**config.mk**
```make
export PLATFORM = sky130hd
export DESIGN_NAME = vga_scan_gen
export DESIGN_NICKNAME = d
export VERILOG_FILES = /design/src/rtl/vga_timing_pkg.sv /design/src/rtl/sync_delay.sv /design/src/rtl/vga_scan_gen.sv
export SDC_FILE = /design/constraint.sdc
export NUM_CORES = 1
export LEC_CHECK = 0
export CAP_MARGIN = 10
export CORE_MARGIN = 3
export CORE_UTILIZATION = 39
export DETAILED_ROUTE_END_ITERATION = 8
export PLACE_DENSITY = 0.64
export RECOVER_POWER = 100
export SKIP_CTS_REPAIR_TIMING = 1
export SLEW_MARGIN = 30
export SYNTH_ARGS = -nofsm -noshare
export SYNTH_HDL_FRONTEND = slang
export SYNTH_SLANG_ARGS = --single-unit
```
**constraint.sdc**
```tcl
create_clock -name vga_clk -period 3.2 [get_ports vga_clk]
set_clock_uncertainty 0.15 [all_clocks]
set_input_delay 0.96 -clock vga_clk [delete_from_list [all_inputs] [get_ports vga_clk]]
set_output_delay 0.96 -clock vga_clk [all_outputs]
set_load 0.01 [all_outputs]
```
**src/rtl/vga_timing_pkg.sv**
```systemverilog
// Shared 640x480@60 raster constants and the coordinate type used by the scan
// generator and the pixel mappers.
package vga_timing_pkg;

    typedef logic [9:0] coord_t;

    localparam int DEF_H_VISIBLE = 640;
    localparam int DEF_H_FP      = 16;
    localparam int DEF_H_SYNC    = 96;
    localparam int DEF_H_BP      = 48;
    localparam int DEF_V_VISIBLE = 480;
    localparam int DEF_V_FP      = 10;
    localparam int DEF_V_SYNC    = 2;
    localparam int DEF_V_BP      = 33;

    localparam int H_TOTAL  = DEF_H_VISIBLE + DEF_H_FP + DEF_H_SYNC + DEF_H_BP;
    localparam int V_TOTAL  = DEF_V_VISIBLE + DEF_V_FP + DEF_V_SYNC + DEF_V_BP;
    localparam int HS_START = DEF_H_VISIBLE + DEF_H_FP;
    localparam int HS_END   = HS_START + DEF_H_SYNC;
    localparam int VS_START = DEF_V_VISIBLE + DEF_V_FP;
    localparam int VS_END   = VS_START + DEF_V_SYNC;

endpackage

```
**src/rtl/sync_delay.sv**
```systemverilog
// DEPTH-stage x WIDTH-bit shift register with a per-bit reset value;
// DEPTH = 0 degenerates to a wire.
module sync_delay #(
    parameter int               DEPTH   = 2,
    parameter int               WIDTH   = 3,
    parameter logic [WIDTH-1:0] RST_VAL = '0
) (
    input  logic             clk,
    input  logic             reset_n,
    input  logic [WIDTH-1:0] din,
    output logic [WIDTH-1:0] dout
);

    generate
        if (DEPTH == 0) begin : g_pass
            assign dout = din;
        end else begin : g_pipe
            logic [WIDTH-1:0] tap [DEPTH+1];

            assign tap[0] = din;
            assign dout   = tap[DEPTH];

            for (genvar gi = 0; gi < DEPTH; gi++) begin : g_stage
                logic [WIDTH-1:0] q_reg;

                always_ff @(posedge clk) begin
                    if (!reset_n) begin
                        q_reg <= RST_VAL;
                    end else begin
                        q_reg <= tap[gi];
                    end
                end

                assign tap[gi+1] = q_reg;
            end
        end
    endgenerate

endmodule

```
**src/rtl/vga_scan_gen.sv**
```systemverilog
// Free-running raster scan generator: pixel/line counters, visible-area and
// sync decodes, pipeline-aligned sync outputs and a per-frame tick/counter.
module vga_scan_gen
    import vga_timing_pkg::*;
#(
    parameter int H_VISIBLE = DEF_H_VISIBLE,
    parameter int H_FP      = DEF_H_FP,
    parameter int H_SYNC    = DEF_H_SYNC,
    parameter int H_BP      = DEF_H_BP,
    parameter int V_VISIBLE = DEF_V_VISIBLE,
    parameter int V_FP      = DEF_V_FP,
    parameter int V_SYNC    = DEF_V_SYNC,
    parameter int V_BP      = DEF_V_BP,
    parameter int PIPE_DLY  = 2
) (
    input  logic       vga_clk,
    input  logic       reset_n,
    output coord_t     DrawX,
    output coord_t     DrawY,
    output logic       blank,
    output logic       blank_d,
    output logic       hs,
    output logic       vs,
    output logic       frame_tick,
    output logic [7:0] frame_cnt
);

    localparam int H_SUM = H_VISIBLE + H_FP + H_SYNC + H_BP;
    localparam int V_SUM = V_VISIBLE + V_FP + V_SYNC + V_BP;

    localparam coord_t H_LAST     = coord_t'(H_SUM - 1);
    localparam coord_t V_LAST     = coord_t'(V_SUM - 1);
    localparam coord_t H_VIS_C    = coord_t'(H_VISIBLE);
    localparam coord_t V_VIS_C    = coord_t'(V_VISIBLE);
    localparam coord_t HSYNC_LO_C = coord_t'(H_VISIBLE + H_FP);
    localparam coord_t HSYNC_HI_C = coord_t'(H_VISIBLE + H_FP + H_SYNC);
    localparam coord_t VSYNC_LO_C = coord_t'(V_VISIBLE + V_FP);
    localparam coord_t VSYNC_HI_C = coord_t'(V_VISIBLE + V_FP + V_SYNC);

    // Totals are the largest sums; if they fit in 10 bits every decode does.
    generate
        if (H_SUM > 1023 || V_SUM > 1023) begin : g_bad_sum
            $error("vga_scan_gen: timing sums exceed 10-bit coordinate range");
        end
        if (PIPE_DLY < 0 || PIPE_DLY > 4) begin : g_bad_dly
            $error("vga_scan_gen: PIPE_DLY must be 0..4");
        end
    endgenerate

    coord_t     hc_reg, hc_next;
    coord_t     vc_reg, vc_next;
    logic [7:0] frame_cnt_reg, frame_cnt_next;
    logic       hs_raw, vs_raw;

    assign blank      = (hc_reg < H_VIS_C) && (vc_reg < V_VIS_C);
    assign hs_raw     = !((hc_reg >= HSYNC_LO_C) && (hc_reg < HSYNC_HI_C));
    assign vs_raw     = !((vc_reg >= VSYNC_LO_C) && (vc_reg < VSYNC_HI_C));
    assign frame_tick = (hc_reg == '0) && (vc_reg == V_VIS_C);

    always_comb begin
        hc_next        = (hc_reg == H_LAST) ? '0 : hc_reg + 10'd1;
        vc_next        = vc_reg;
        frame_cnt_next = frame_cnt_reg;
        if (hc_reg == H_LAST) begin
            vc_next = (vc_reg == V_LAST) ? '0 : vc_reg + 10'd1;
        end
        if (frame_tick) begin
            frame_cnt_next = frame_cnt_reg + 8'd1;
        end
    end

    // Reset parks on the last pixel so the first free-running edge lands on (0,0).
    always_ff @(posedge vga_clk) begin
        if (!reset_n) begin
            hc_reg        <= H_LAST;
            vc_reg        <= V_LAST;
            frame_cnt_reg <= '0;
        end else begin
            hc_reg        <= hc_next;
            vc_reg        <= vc_next;
            frame_cnt_reg <= frame_cnt_next;
        end
    end

    assign DrawX     = hc_reg;
    assign DrawY     = vc_reg;
    assign frame_cnt = frame_cnt_reg;

    sync_delay #(
        .DEPTH   (PIPE_DLY),
        .WIDTH   (3),
        .RST_VAL (3'b110)
    ) u_sync_delay (
        .clk     (vga_clk),
        .reset_n (reset_n),
        .din     ({hs_raw, vs_raw, blank}),
        .dout    ({hs, vs, blank_d})
    );

endmodule
```
# == After elaboration in Yosys (flattened, before gate mapping) ==
# Index checks and enable logic that the tools add are counted.
# Widths: inputs -> output; s select.
# totals
ff_bits,34
in_bits,2
out_inout_bits,33
word_cells,29
# op_classes
n_addsub,3
magnitude_cmp,6
n_eq_ne,3
muxes,2
bitwise,1
n_reduce_logical,8
# ops
operator,n
$add 10x1->10 const B,2
$eq 10x10->1 const B,2
$lt 10x10->1 const B,2
$lt 10x9->1 const B,2
$mux 10,2
$eq 10x9->1 const B,1
$ge 10x10->1 const B,1
$ge 10x9->1 const B,1
$logic_not 10->1,1
$add 8x1->8 const B,1
$logic_and 1x1->1,4
$logic_not 1->1,2
$reduce_or 2->1,1
$not 1->1,1

# == Depth between registers and ports, before layout ==
# depth
depth_word,3
ltp_mapped,7
depth_no_buf,6

# == Cells and area by module ==
# A second synthesis with hierarchy kept.
# hier_totals
hier_cells,197
hier_area_um2,1686.6
# modules_own_cells
mod,n_inst,cells_each,area_per_inst_um2,seq_area_each_um2
vga_scan_gen,1,185,1529.0,560.5
sync_delay,1,12,157.7,120.1

# == Least setup slack after synthesis ==
# Ideal clock, no wire load.
# synth_timing
path_type,register -> output
from,register vc_reg[3] (netlist: DrawY[3])
to,output frame_tick
t_arrival_ns,1.778
t_required_ns,2.090
path_slack_ns,0.312
stages_incl_launch_ff,4
path_buffers,0
path_cell_list,dfxtp_1 or4_1 nor4_1 and2_1
# synth_between
elab_chain_len,2
# synth_rtl
element,line,text
"start, declared",vga_scan_gen.sv:51,"coord_t vc_reg, vc_next;"
"start signal, assigned",vga_scan_gen.sv:80,vc_reg <= vc_next;
$eq 10x9->1,vga_scan_gen.sv:58,assign frame_tick = (hc_reg == '0) && (vc_reg == V_VIS_C);
$logic_and 1x1->1,vga_scan_gen.sv:58,
"end, declared",vga_scan_gen.sv:24,"output logic frame_tick,"
# Every way passes these cells.

# == Worst setup path after layout ==
# layout_timing
from,register vc_reg[5] (netlist: DrawY[5])
to,output blank
# layout_between
elab_chain_len,2
# layout_rtl
element,line,text
$lt 10x9->1,vga_scan_gen.sv:55,assign blank = (hc_reg < H_VIS_C) && (vc_reg < V_VIS_C);
$logic_and 1x1->1,vga_scan_gen.sv:55,
"end, declared",vga_scan_gen.sv:20,"output logic blank,"
# Every way passes these cells.

==> impl_metrics.yaml <==
power_and_ir_drop:
  p_leak_nw: 0.838
  switching_share: 0.343
  powerDensity_nw_per_um2: 682
  pwr-share-comb: 0.360
  power_frac_seq: 0.380
  p_int_w: 0.000966
  switching_power_w: 0.000504
  max-vdd-ir-drop_v: 0.000473
  p_clk_frac: 0.260
sta:
  fmax_ghz: 0.344
  max_slew_margin: 0.435
  finalHoldViolations: 0
  rsz0062_at_grt: "no"
  worst_pin_slew_ns: 0.847
  period_share: 0.908
  drv_slew: 0
  fin_crit_ns: 2.90
  tns_ns: 0
  setup_slack_ns: 0.295
  finalSetupViolCount: 0
  hold_slack_ns: 0.269
placed_design:
  placed_cells: 272
  pre_cts_slack_ns: 0.279
  dp_hpwl_um: 3000
  port_buffers: 34
  place.gp.congestion: 0.840
drt:
  drt-total-wl_um: 4010
  dr.pass1.iters: 4
  routed-via-count: 1519
  drtAntennaViolNets: 0
  drc: 0
  wire_per_inst_um: 14.3
  via_per_inst: 5.43
  drt_iter0_markers: 56
floorplanning:
  fp.dieArea_um2: 4910
  coreArea_um2: 3800
  rows: 22
  fp.dieW_um: 70.1
  initial_utilization: 0.421
  die_h_um: 70.1
  pin_count: 35
global_routing:
  gr-usage-all-layers: 0.168
  grt_busiest_layer: "met2"
  grtUsageMet2: 0.290
  grt_max_degree: 22
  grt_pass1_vias: 1448
  grt_util_met3: 0.0417
  antenna_found_initial: 0
  grt_pass1_wl_um: 6820
  grt_use_met1: 0.206
  gr-total-overflow: 0
critical_path:
  cp-end-kind: "primary output"
  cp-start-kind: "flip-flop"
  crit_required_ns: 2.09
  cp_max_fo: 7
  path_class: "flip-flop to primary output"
  crit_arrival_ns: 1.79
synthesis:
  synth_seq_area_share: 0.425
  synthCells: 185
  synth_seq_cells: 34
  ys_types: 32
  syn-num-nets: 192
  synth_area_um2: 1600
  ys_warn_count: 0
  syn_area_per_cell_um2: 8.65
clock_network:
  cts.sinks: 34
  cts_tree: "yes"
  worstSkewPairLatency_ns: 0.28
  htree_levels: 2
  ctsLongestPathBuffers: 2
  root_buffer: "clkbuf_8"
  clk_pin_slew_ns: 0.07
  cts_buffers: 5
outcome:
  outcome: "finished clean"
final_layout:
  multi_input_area_um2: 870
  fin_cells: 280
  final_util: 0.568
  fill_cells: 359
  area_growth_pct: 34.8
  num_antenna_cells: 0
  drive_above_1_share: 0.0862
  seqCellArea_um2: 681
  nNetsFinal: 238
flow_run:
  cap_violations: 0
min_path:
  hp-class: "flip-flop to flip-flop"
metal layers:
metal | routed length, um | part of all wire | vias up
met5 | 0 | 0 | -
met4 | 22 | 0.0055 | 0
met3 | 187 | 0.047 | 5
met2 | 1960 | 0.49 | 34
met1 | 1840 | 0.46 | 716
li1 | - | - | 764
cell type report:
cell class                 instances  area share
tap                               48      0.0278
sequential                        34       0.316
clock buffer                       7      0.0354
inverter                           8      0.0139
clock inverter                     1      0.0139
timing repair buffer              44       0.190
multi-input combinational        138       0.403
cell usage after synthesis:
cell,number,area [um2]
a21oi_1,13,65.1
a31oi_1,1,6.26
and2_1,4,25.0
and3_1,4,25.0
and4_1,2,17.5
buf_6,1,11.3
clkbuf_1,4,15.0
clkinv_1,1,3.75
dfxtp_1,34,681
ha_1,5,62.6
inv_1,7,26.3
mux2i_1,2,20.0
nand2_1,13,48.8
nand2b_1,6,37.5
nand3_1,11,55.1
nand4_1,8,50.1
nand4b_1,4,35.0
nor2_1,12,45.0
nor3_1,4,20.0
nor4_1,3,18.8
nor4bb_1,1,10.0
o21ai_0,10,50.1
o21ai_1,1,5.00
o31ai_1,2,15.0
o41ai_1,3,26.3
or2_2,3,18.8
or3_1,7,43.8
or3b_2,1,8.76
or4_1,5,37.5
or4_4,1,11.3
xnor2_1,4,35.0
xor2_1,8,70.1
logic make-up after synthesis:
logic type | Yosys count | share of synthesized area
compound gates | 30 | 0.105
xor+xnor | 12 | 0.0657
fa+ha+maj | 5 | 0.0391
buf+inv | 13 | 0.0352
flops | 34 | 0.425
mux | 2 | 0.0125
simple gates | 89 | 0.317
worst max-delay path, cell delays in order (launching register included):
cell and delay [ns]:
dfxtp_1 0.45, nand4_1 0.23, and3_1 0.24, dlygate4sd3_1 0.61
power groups by stage:
stage                     Sequential [W]  Clock [W]  Combinational, W
after floorplan                 0.000616          0          0.000262
after global placement          0.000564          0          0.000557
after detailed placement        0.000570          0          0.000555
after CTS                       0.000560   0.000390          0.000559
after global routing            0.000570   0.000409          0.000575
final                           0.000559   0.000382          0.000529
worst paths after layout:
path / startpoint / to / depth (start not counted) / slack [ns]
min reg2reg: u_sync_delay.g_pipe.g_stage[0].q_reg[2] / u_sync_delay.dout[2] / 1 / 0.27
max: DrawY[5] / blank / 3 / 0.30
max reg2reg: DrawX[6] / DrawY[8] / 4 / 0.86
min: u_sync_delay.g_pipe.g_stage[0].q_reg[2] / u_sync_delay.dout[2] / 1 / 0.27
cell usage in the layout (no fill, tap or decap), types with 2 or more instances in the layout:
master / netlist / routed
xor2_1: 8 / 8
o21ai_0: 10 / 10
clkbuf_1: 4 / 4
or4_1: 5 / 5
inv_1: 7 / 7
mux2i_1: 2 / 2
and2_0: 0 / 2
dfxtp_1: 34 / 34
o41ai_1: 3 / 3
nand2_1: 13 / 13
and2_1: 4 / 2
o31ai_1: 2 / 2
nor2_1: 12 / 12
and3_1: 4 / 4
xnor2_1: 4 / 4
nand2b_1: 6 / 6
and4_1: 2 / 2
nor4_1: 3 / 2
a21oi_1: 13 / 13
clkbuf_8: 0 / 5
nor3_1: 4 / 4
buf_4: 0 / 8
nand4b_1: 4 / 4
nand4_1: 8 / 8
or2_2: 3 / 3
or3_1: 7 / 7
nand3_1: 11 / 11
ha_1: 5 / 5
dlygate4sd3_1: 0 / 33
metrics by stage:
step	instance area, um2	power [W]
after CTS	2160	0.00151
after global placement	2050	0.00112
final	2160	0.00147
after detailed placement	2050	0.00112
after floorplan	1600	0.000877
after global routing	2160	0.00155
Note: power is estimated with default switching activity, not from simulation.
